[config.mk]
export PLATFORM = sky130hd
export DESIGN_NAME = serial_bit_feeder
export DESIGN_NICKNAME = d
export VERILOG_FILES = /design/src/rtl/serial_bit_feeder.sv
export SDC_FILE = /design/constraint.sdc
export NUM_CORES = 1
export LEC_CHECK = 0
export BUFFER_PORTS_ARGS = -buffer_cell sky130_fd_sc_hd__buf_2
export CORE_AREA = 2 2 72 74
export DETAILED_ROUTE_END_ITERATION = 12
export DIE_AREA = 0 0 74 76
export GPL_TIMING_DRIVEN = 1
export PLACE_DENSITY = 0.51
export SLEW_MARGIN = 10
export SYNTH_ARGS = -nofsm -noshare
export SYNTH_HDL_FRONTEND = slang
export SYNTH_SLANG_ARGS = --single-unit
[constraint.sdc]
create_clock -name clk -period 1.6 [get_ports clk]
set_clock_uncertainty 0.1 [all_clocks]
set_input_delay 0.32 -clock clk [delete_from_list [all_inputs] [get_ports clk]]
set_output_delay 0.32 -clock clk [all_outputs]
set_load 0.1 [all_outputs]
[src/rtl/serial_bit_feeder.sv]
// Parallel-to-serial feeder: accepts words over valid/ready and emits one bit per
// clock, with a one-word holding buffer so consecutive words stream gap-free.
`timescale 1ns/1ps
module serial_bit_feeder #(
  parameter int WIDTH     = 8,
  parameter bit MSB_FIRST = 1'b1,
  parameter bit IDLE_BIT  = 1'b0
) (
  input  logic             clk,
  input  logic             rst,
  input  logic [WIDTH-1:0] in_data,
  input  logic             in_valid,
  output logic             in_ready,
  output logic             ser_bit,
  output logic             ser_active,
  output logic             word_done
);

  localparam int CW = $clog2(WIDTH);
  localparam logic [CW-1:0] LAST = CW'(WIDTH - 1);

  typedef enum logic {IDLE, SHIFT} state_t;

  state_t           state, state_nx;
  logic [WIDTH-1:0] sreg, sreg_nx;
  logic [WIDTH-1:0] hbuf, hbuf_nx;
  logic             hfull, hfull_nx;
  logic [CW-1:0]    cnt, cnt_nx;
  logic             xfer;
  logic             last;
  logic [WIDTH-1:0] sreg_shifted;

  assign in_ready     = ~hfull;
  assign xfer         = in_valid & ~hfull;
  assign last         = (cnt == LAST);
  assign sreg_shifted = MSB_FIRST ? {sreg[WIDTH-2:0], 1'b0} : {1'b0, sreg[WIDTH-1:1]};

  always_ff @(posedge clk or negedge rst) begin
    if (!rst) begin
      state <= IDLE;
      sreg  <= '0;
      hbuf  <= '0;
      hfull <= 1'b0;
      cnt   <= '0;
    end else begin
      state <= state_nx;
      sreg  <= sreg_nx;
      hbuf  <= hbuf_nx;
      hfull <= hfull_nx;
      cnt   <= cnt_nx;
    end
  end

  always_comb begin
    state_nx   = state;
    sreg_nx    = sreg;
    hbuf_nx    = hbuf;
    hfull_nx   = hfull;
    cnt_nx     = cnt;
    ser_bit    = IDLE_BIT;
    ser_active = 1'b0;
    word_done  = 1'b0;
    case (state)
      IDLE: begin
        if (xfer) begin
          sreg_nx  = in_data;
          cnt_nx   = '0;
          state_nx = SHIFT;
        end
      end
      SHIFT: begin
        ser_active = 1'b1;
        ser_bit    = MSB_FIRST ? sreg[WIDTH-1] : sreg[0];
        word_done  = last;
        if (!last) begin
          sreg_nx = sreg_shifted;
          cnt_nx  = cnt + CW'(1);
          if (xfer) begin
            hbuf_nx  = in_data;
            hfull_nx = 1'b1;
          end
        end else if (hfull) begin
          // buffered word takes priority; in_ready is low this cycle so no new transfer
          sreg_nx  = hbuf;
          cnt_nx   = '0;
          hfull_nx = 1'b0;
        end else if (xfer) begin
          sreg_nx = in_data;
          cnt_nx  = '0;
        end else begin
          sreg_nx  = '0;
          cnt_nx   = '0;
          state_nx = IDLE;
        end
      end
      default: state_nx = IDLE;
    endcase
  end

endmodule

==> impl_metrics.env <==
export IMPL_setup_worst_path_class="reg2out"
export IMPL_drc=0
export IMPL_use_met1_pct=13.4
export IMPL_grt_met3_usage_pct=1.46
export IMPL_synth_cell_types=25
export IMPL_pre_cts_ws_ns=-0.0997
export IMPL_cts_tree="yes"
export IMPL_hold_path_class="in2reg"
export IMPL_synthTopCellsByArea="dfrtp_1 (45%), mux2_4 (10%), mux2i_1 (6.9%)"
export IMPL_setup_slack_ns=-0.149
export IMPL_ios=15
export IMPL_finalCritPeriodShare_pct=109
export IMPL_dpl_cell_area_um2=1440
export IMPL_fin_area_um2=1550
export IMPL_detail_route_vias_per_cell=4.32
export IMPL_antenna_found_initial=0
export IMPL_vdd_drop_max_v=0.000562
export IMPL_wl_per_cell_um=13.1
export IMPL_rsz0062_at_grt="true"
export IMPL_synth_top_area_share_pct=45.3
export IMPL_avgSynthCellArea_um2=11.0
export IMPL_ys_warnings_count=0
export IMPL_p_leak_nw=0.716
export IMPL_die_width_um=74
export IMPL_ys_ff_latch=21
export IMPL_postRouteAntennaNets=0
export IMPL_nNetsFinal=145
export IMPL_place_inst=190
export IMPL_violations="negative setup slack"
export IMPL_timing_slew_headroom_pct=66.8
export IMPL_yosysTopAreaCell="dfrtp_1"
export IMPL_grt_max_degree=22
export IMPL_clk_latency_ns=0.26
export IMPL_htreeDepth=1
export IMPL_arrival_ns=1.33
export IMPL_drive_above_1_share_pct=36.9
export IMPL_power_density_nw_per_um2=1830
export IMPL_grt_pass1_vias=916
export IMPL_antennaDiodeCount=0
export IMPL_clk_path_buf_depth=2
export IMPL_cts_sinks=21
export IMPL_drtIter0Drc=53
export IMPL_outcome="complete, but fails checks"
export IMPL_max_freq_ghz=0.572
export IMPL_place_hpwl_um=1810
export IMPL_crit_fanout=2
export IMPL_fin_crit_ns=1.75
export IMPL_grt_pass1_wl_um=4450
export IMPL_cp_start_kind="flop"
export IMPL_grt_overflow=0
export IMPL_setup_violations_final=16
export IMPL_start_util_pct=23.6
export IMPL_maxCapViolations=0
export IMPL_yosysSeqAreaShare_pct=45.3
export IMPL_core_area_um2=4910
export IMPL_syn_instance_count=105
export IMPL_first_pass_iters=3
export IMPL_port_buffers=14
export IMPL_num_rows=26
export IMPL_gp_congestion=0.699
export IMPL_required_ns=1.18
export IMPL_cts_root_buf="clkbuf_8"
export IMPL_synth_nets=119
export IMPL_syn2layout_area_growth_pct=33.4
export IMPL_hold_viol_final=0
export IMPL_netlist_area_um2=1160
export IMPL_cts_made_buffers=3
export IMPL_layout_cells_non_filler=200
export IMPL_gr_usage_all_layers_pct=10.2
export IMPL_slew_violations=0
export IMPL_setup_worst_path_end_class="output port"
export IMPL_grt_busiest_layer="met2"
export IMPL_met2_usage_pct=16.3
export IMPL_worst_slew_pin_slew_ns=0.498
export IMPL_clk_pin_slew_ns=0.08
export IMPL_routed_wl_um=2610
export IMPL_vias=864
export IMPL_fp_dieH_um=76
export IMPL_dieArea_um2=5620
-- stage by stage --
stage	setup TNS, ns	hold WS, ns	utilization (%)	power (W)
2_1_floorplan	-0.152	-0.0756	-	0.00193
5_1_grt	-1.62	0.220	31.5	0.00301
6_report	-0.735	0.218	31.5	0.00283
4_1_cts	-0.823	0.214	31.2	0.00282
3_5_place_dp	-0.773	0.219	29.2	0.00236
3_3_place_gp	-0.400	0.210	29.2	0.00233
-- worst max-delay path, cell delays in order, from the launching register on --
cell and delay, ns:
dfrtp_1 0.42, ha_4 0.19, ha_4 0.16, and2_4 0.14, buf_12 0.16
-- flip-flops by register name (all words and copies together) (netlist names) --
name and flops:
hbuf 8, sreg 8, cnt 3, hfull 1, state 1
-- cell type report --
class / count / area, um2
well taps: 70 / 87.6
multi-input cells: 75 / 628
fillers: 508 / 3360
clock buffers: 4 / 45.0
flip-flops and latches: 21 / 529
repair buffers: 28 / 250
inverters: 2 / 7.51
-- cell families after synthesis --
| logic type | synth area share, % |
|---|---|
| AO/OA/AOI/OAI | 11.0 |
| multiplexers | 17.3 |
| adder cells (fa/ha/maj) | 3.24 |
| buffers and inverters | 4.21 |
| AND/OR/NAND/NOR | 19.0 |
| flip-flops | 45.3 |
-- final timing paths --
path                              to  depth (start not counted)  slack (ns)        from
min                          hbuf[2]                          2        0.22  in_data[2]
max                        word_done                          4       -0.15      cnt[0]
max reg2reg                  sreg[7]                          7       -0.05      cnt[0]
max in group asynchronous      state                          2        0.57         rst
min reg2reg                  hbuf[6]                          1        0.41     hbuf[6]
min in group asynchronous      hfull                          2        0.45         rst
-- Yosys cell counts (all sizes together) --
cell type	number
a21oi	1
a32oi	1
and2	2
and3	7
and3b	1
buf	5
clkbuf	2
dfrtp	21
ha	3
inv	2
mux2	8
mux2i	8
nand2	12
nand2b	2
nand3b	1
nor2	2
nor2b	8
o211ai	7
o21ai	11
o22ai	1
-- power by group --
part | internal, W | leakage [nW] | switching (W)
Sequential | 0.000763 | 0.258 | 0.000155
Clock | 0.000178 | 0.0228 | 0.000185
Combinational | 0.000781 | 0.435 | 0.000765
Total | 0.00172 | 0.716 | 0.00110
-- cells in the final DEF (no fill, tap or decap) --
| cell | n |
|---|---|
| nor2_8 | 1 |
| buf_4 | 12 |
| and2_4 | 2 |
| a32oi_1 | 1 |
| nand3b_1 | 1 |
| nor2_1 | 1 |
| and3b_1 | 1 |
| nor2b_1 | 8 |
| o22ai_1 | 1 |
| ha_4 | 3 |
| buf_2 | 10 |
| and3_2 | 1 |
| mux2i_1 | 8 |
| clkbuf_1 | 1 |
| dfrtp_1 | 20 |
| and3_1 | 6 |
| o211ai_1 | 7 |
| nand2_1 | 12 |
| mux2_4 | 8 |
| a21oi_1 | 1 |
| inv_1 | 2 |
| nand2b_4 | 2 |
| clkbuf_8 | 3 |
| buf_12 | 5 |
| o21ai_0 | 5 |
| dfrtp_4 | 1 |
| o21ai_1 | 6 |
| dlygate4sd3_1 | 1 |
-- metal layers --
layer	routed length [um]	vias to the layer above
met1	1190	425
met2	1290	16
met4	43	0
met5	0	-
met3	95	6
li1	-	417
-- repair_timing --
item                                    CTS  global route
buffers inserted                          3             2
pin swaps                                 4             0
resized for setup                         6             1
hold buffers                              1             0
hold endpoints to repair                 21             0
endpoints found under the setup margin   11            16
No activity file was read; power rests on OpenSTA's default activity.
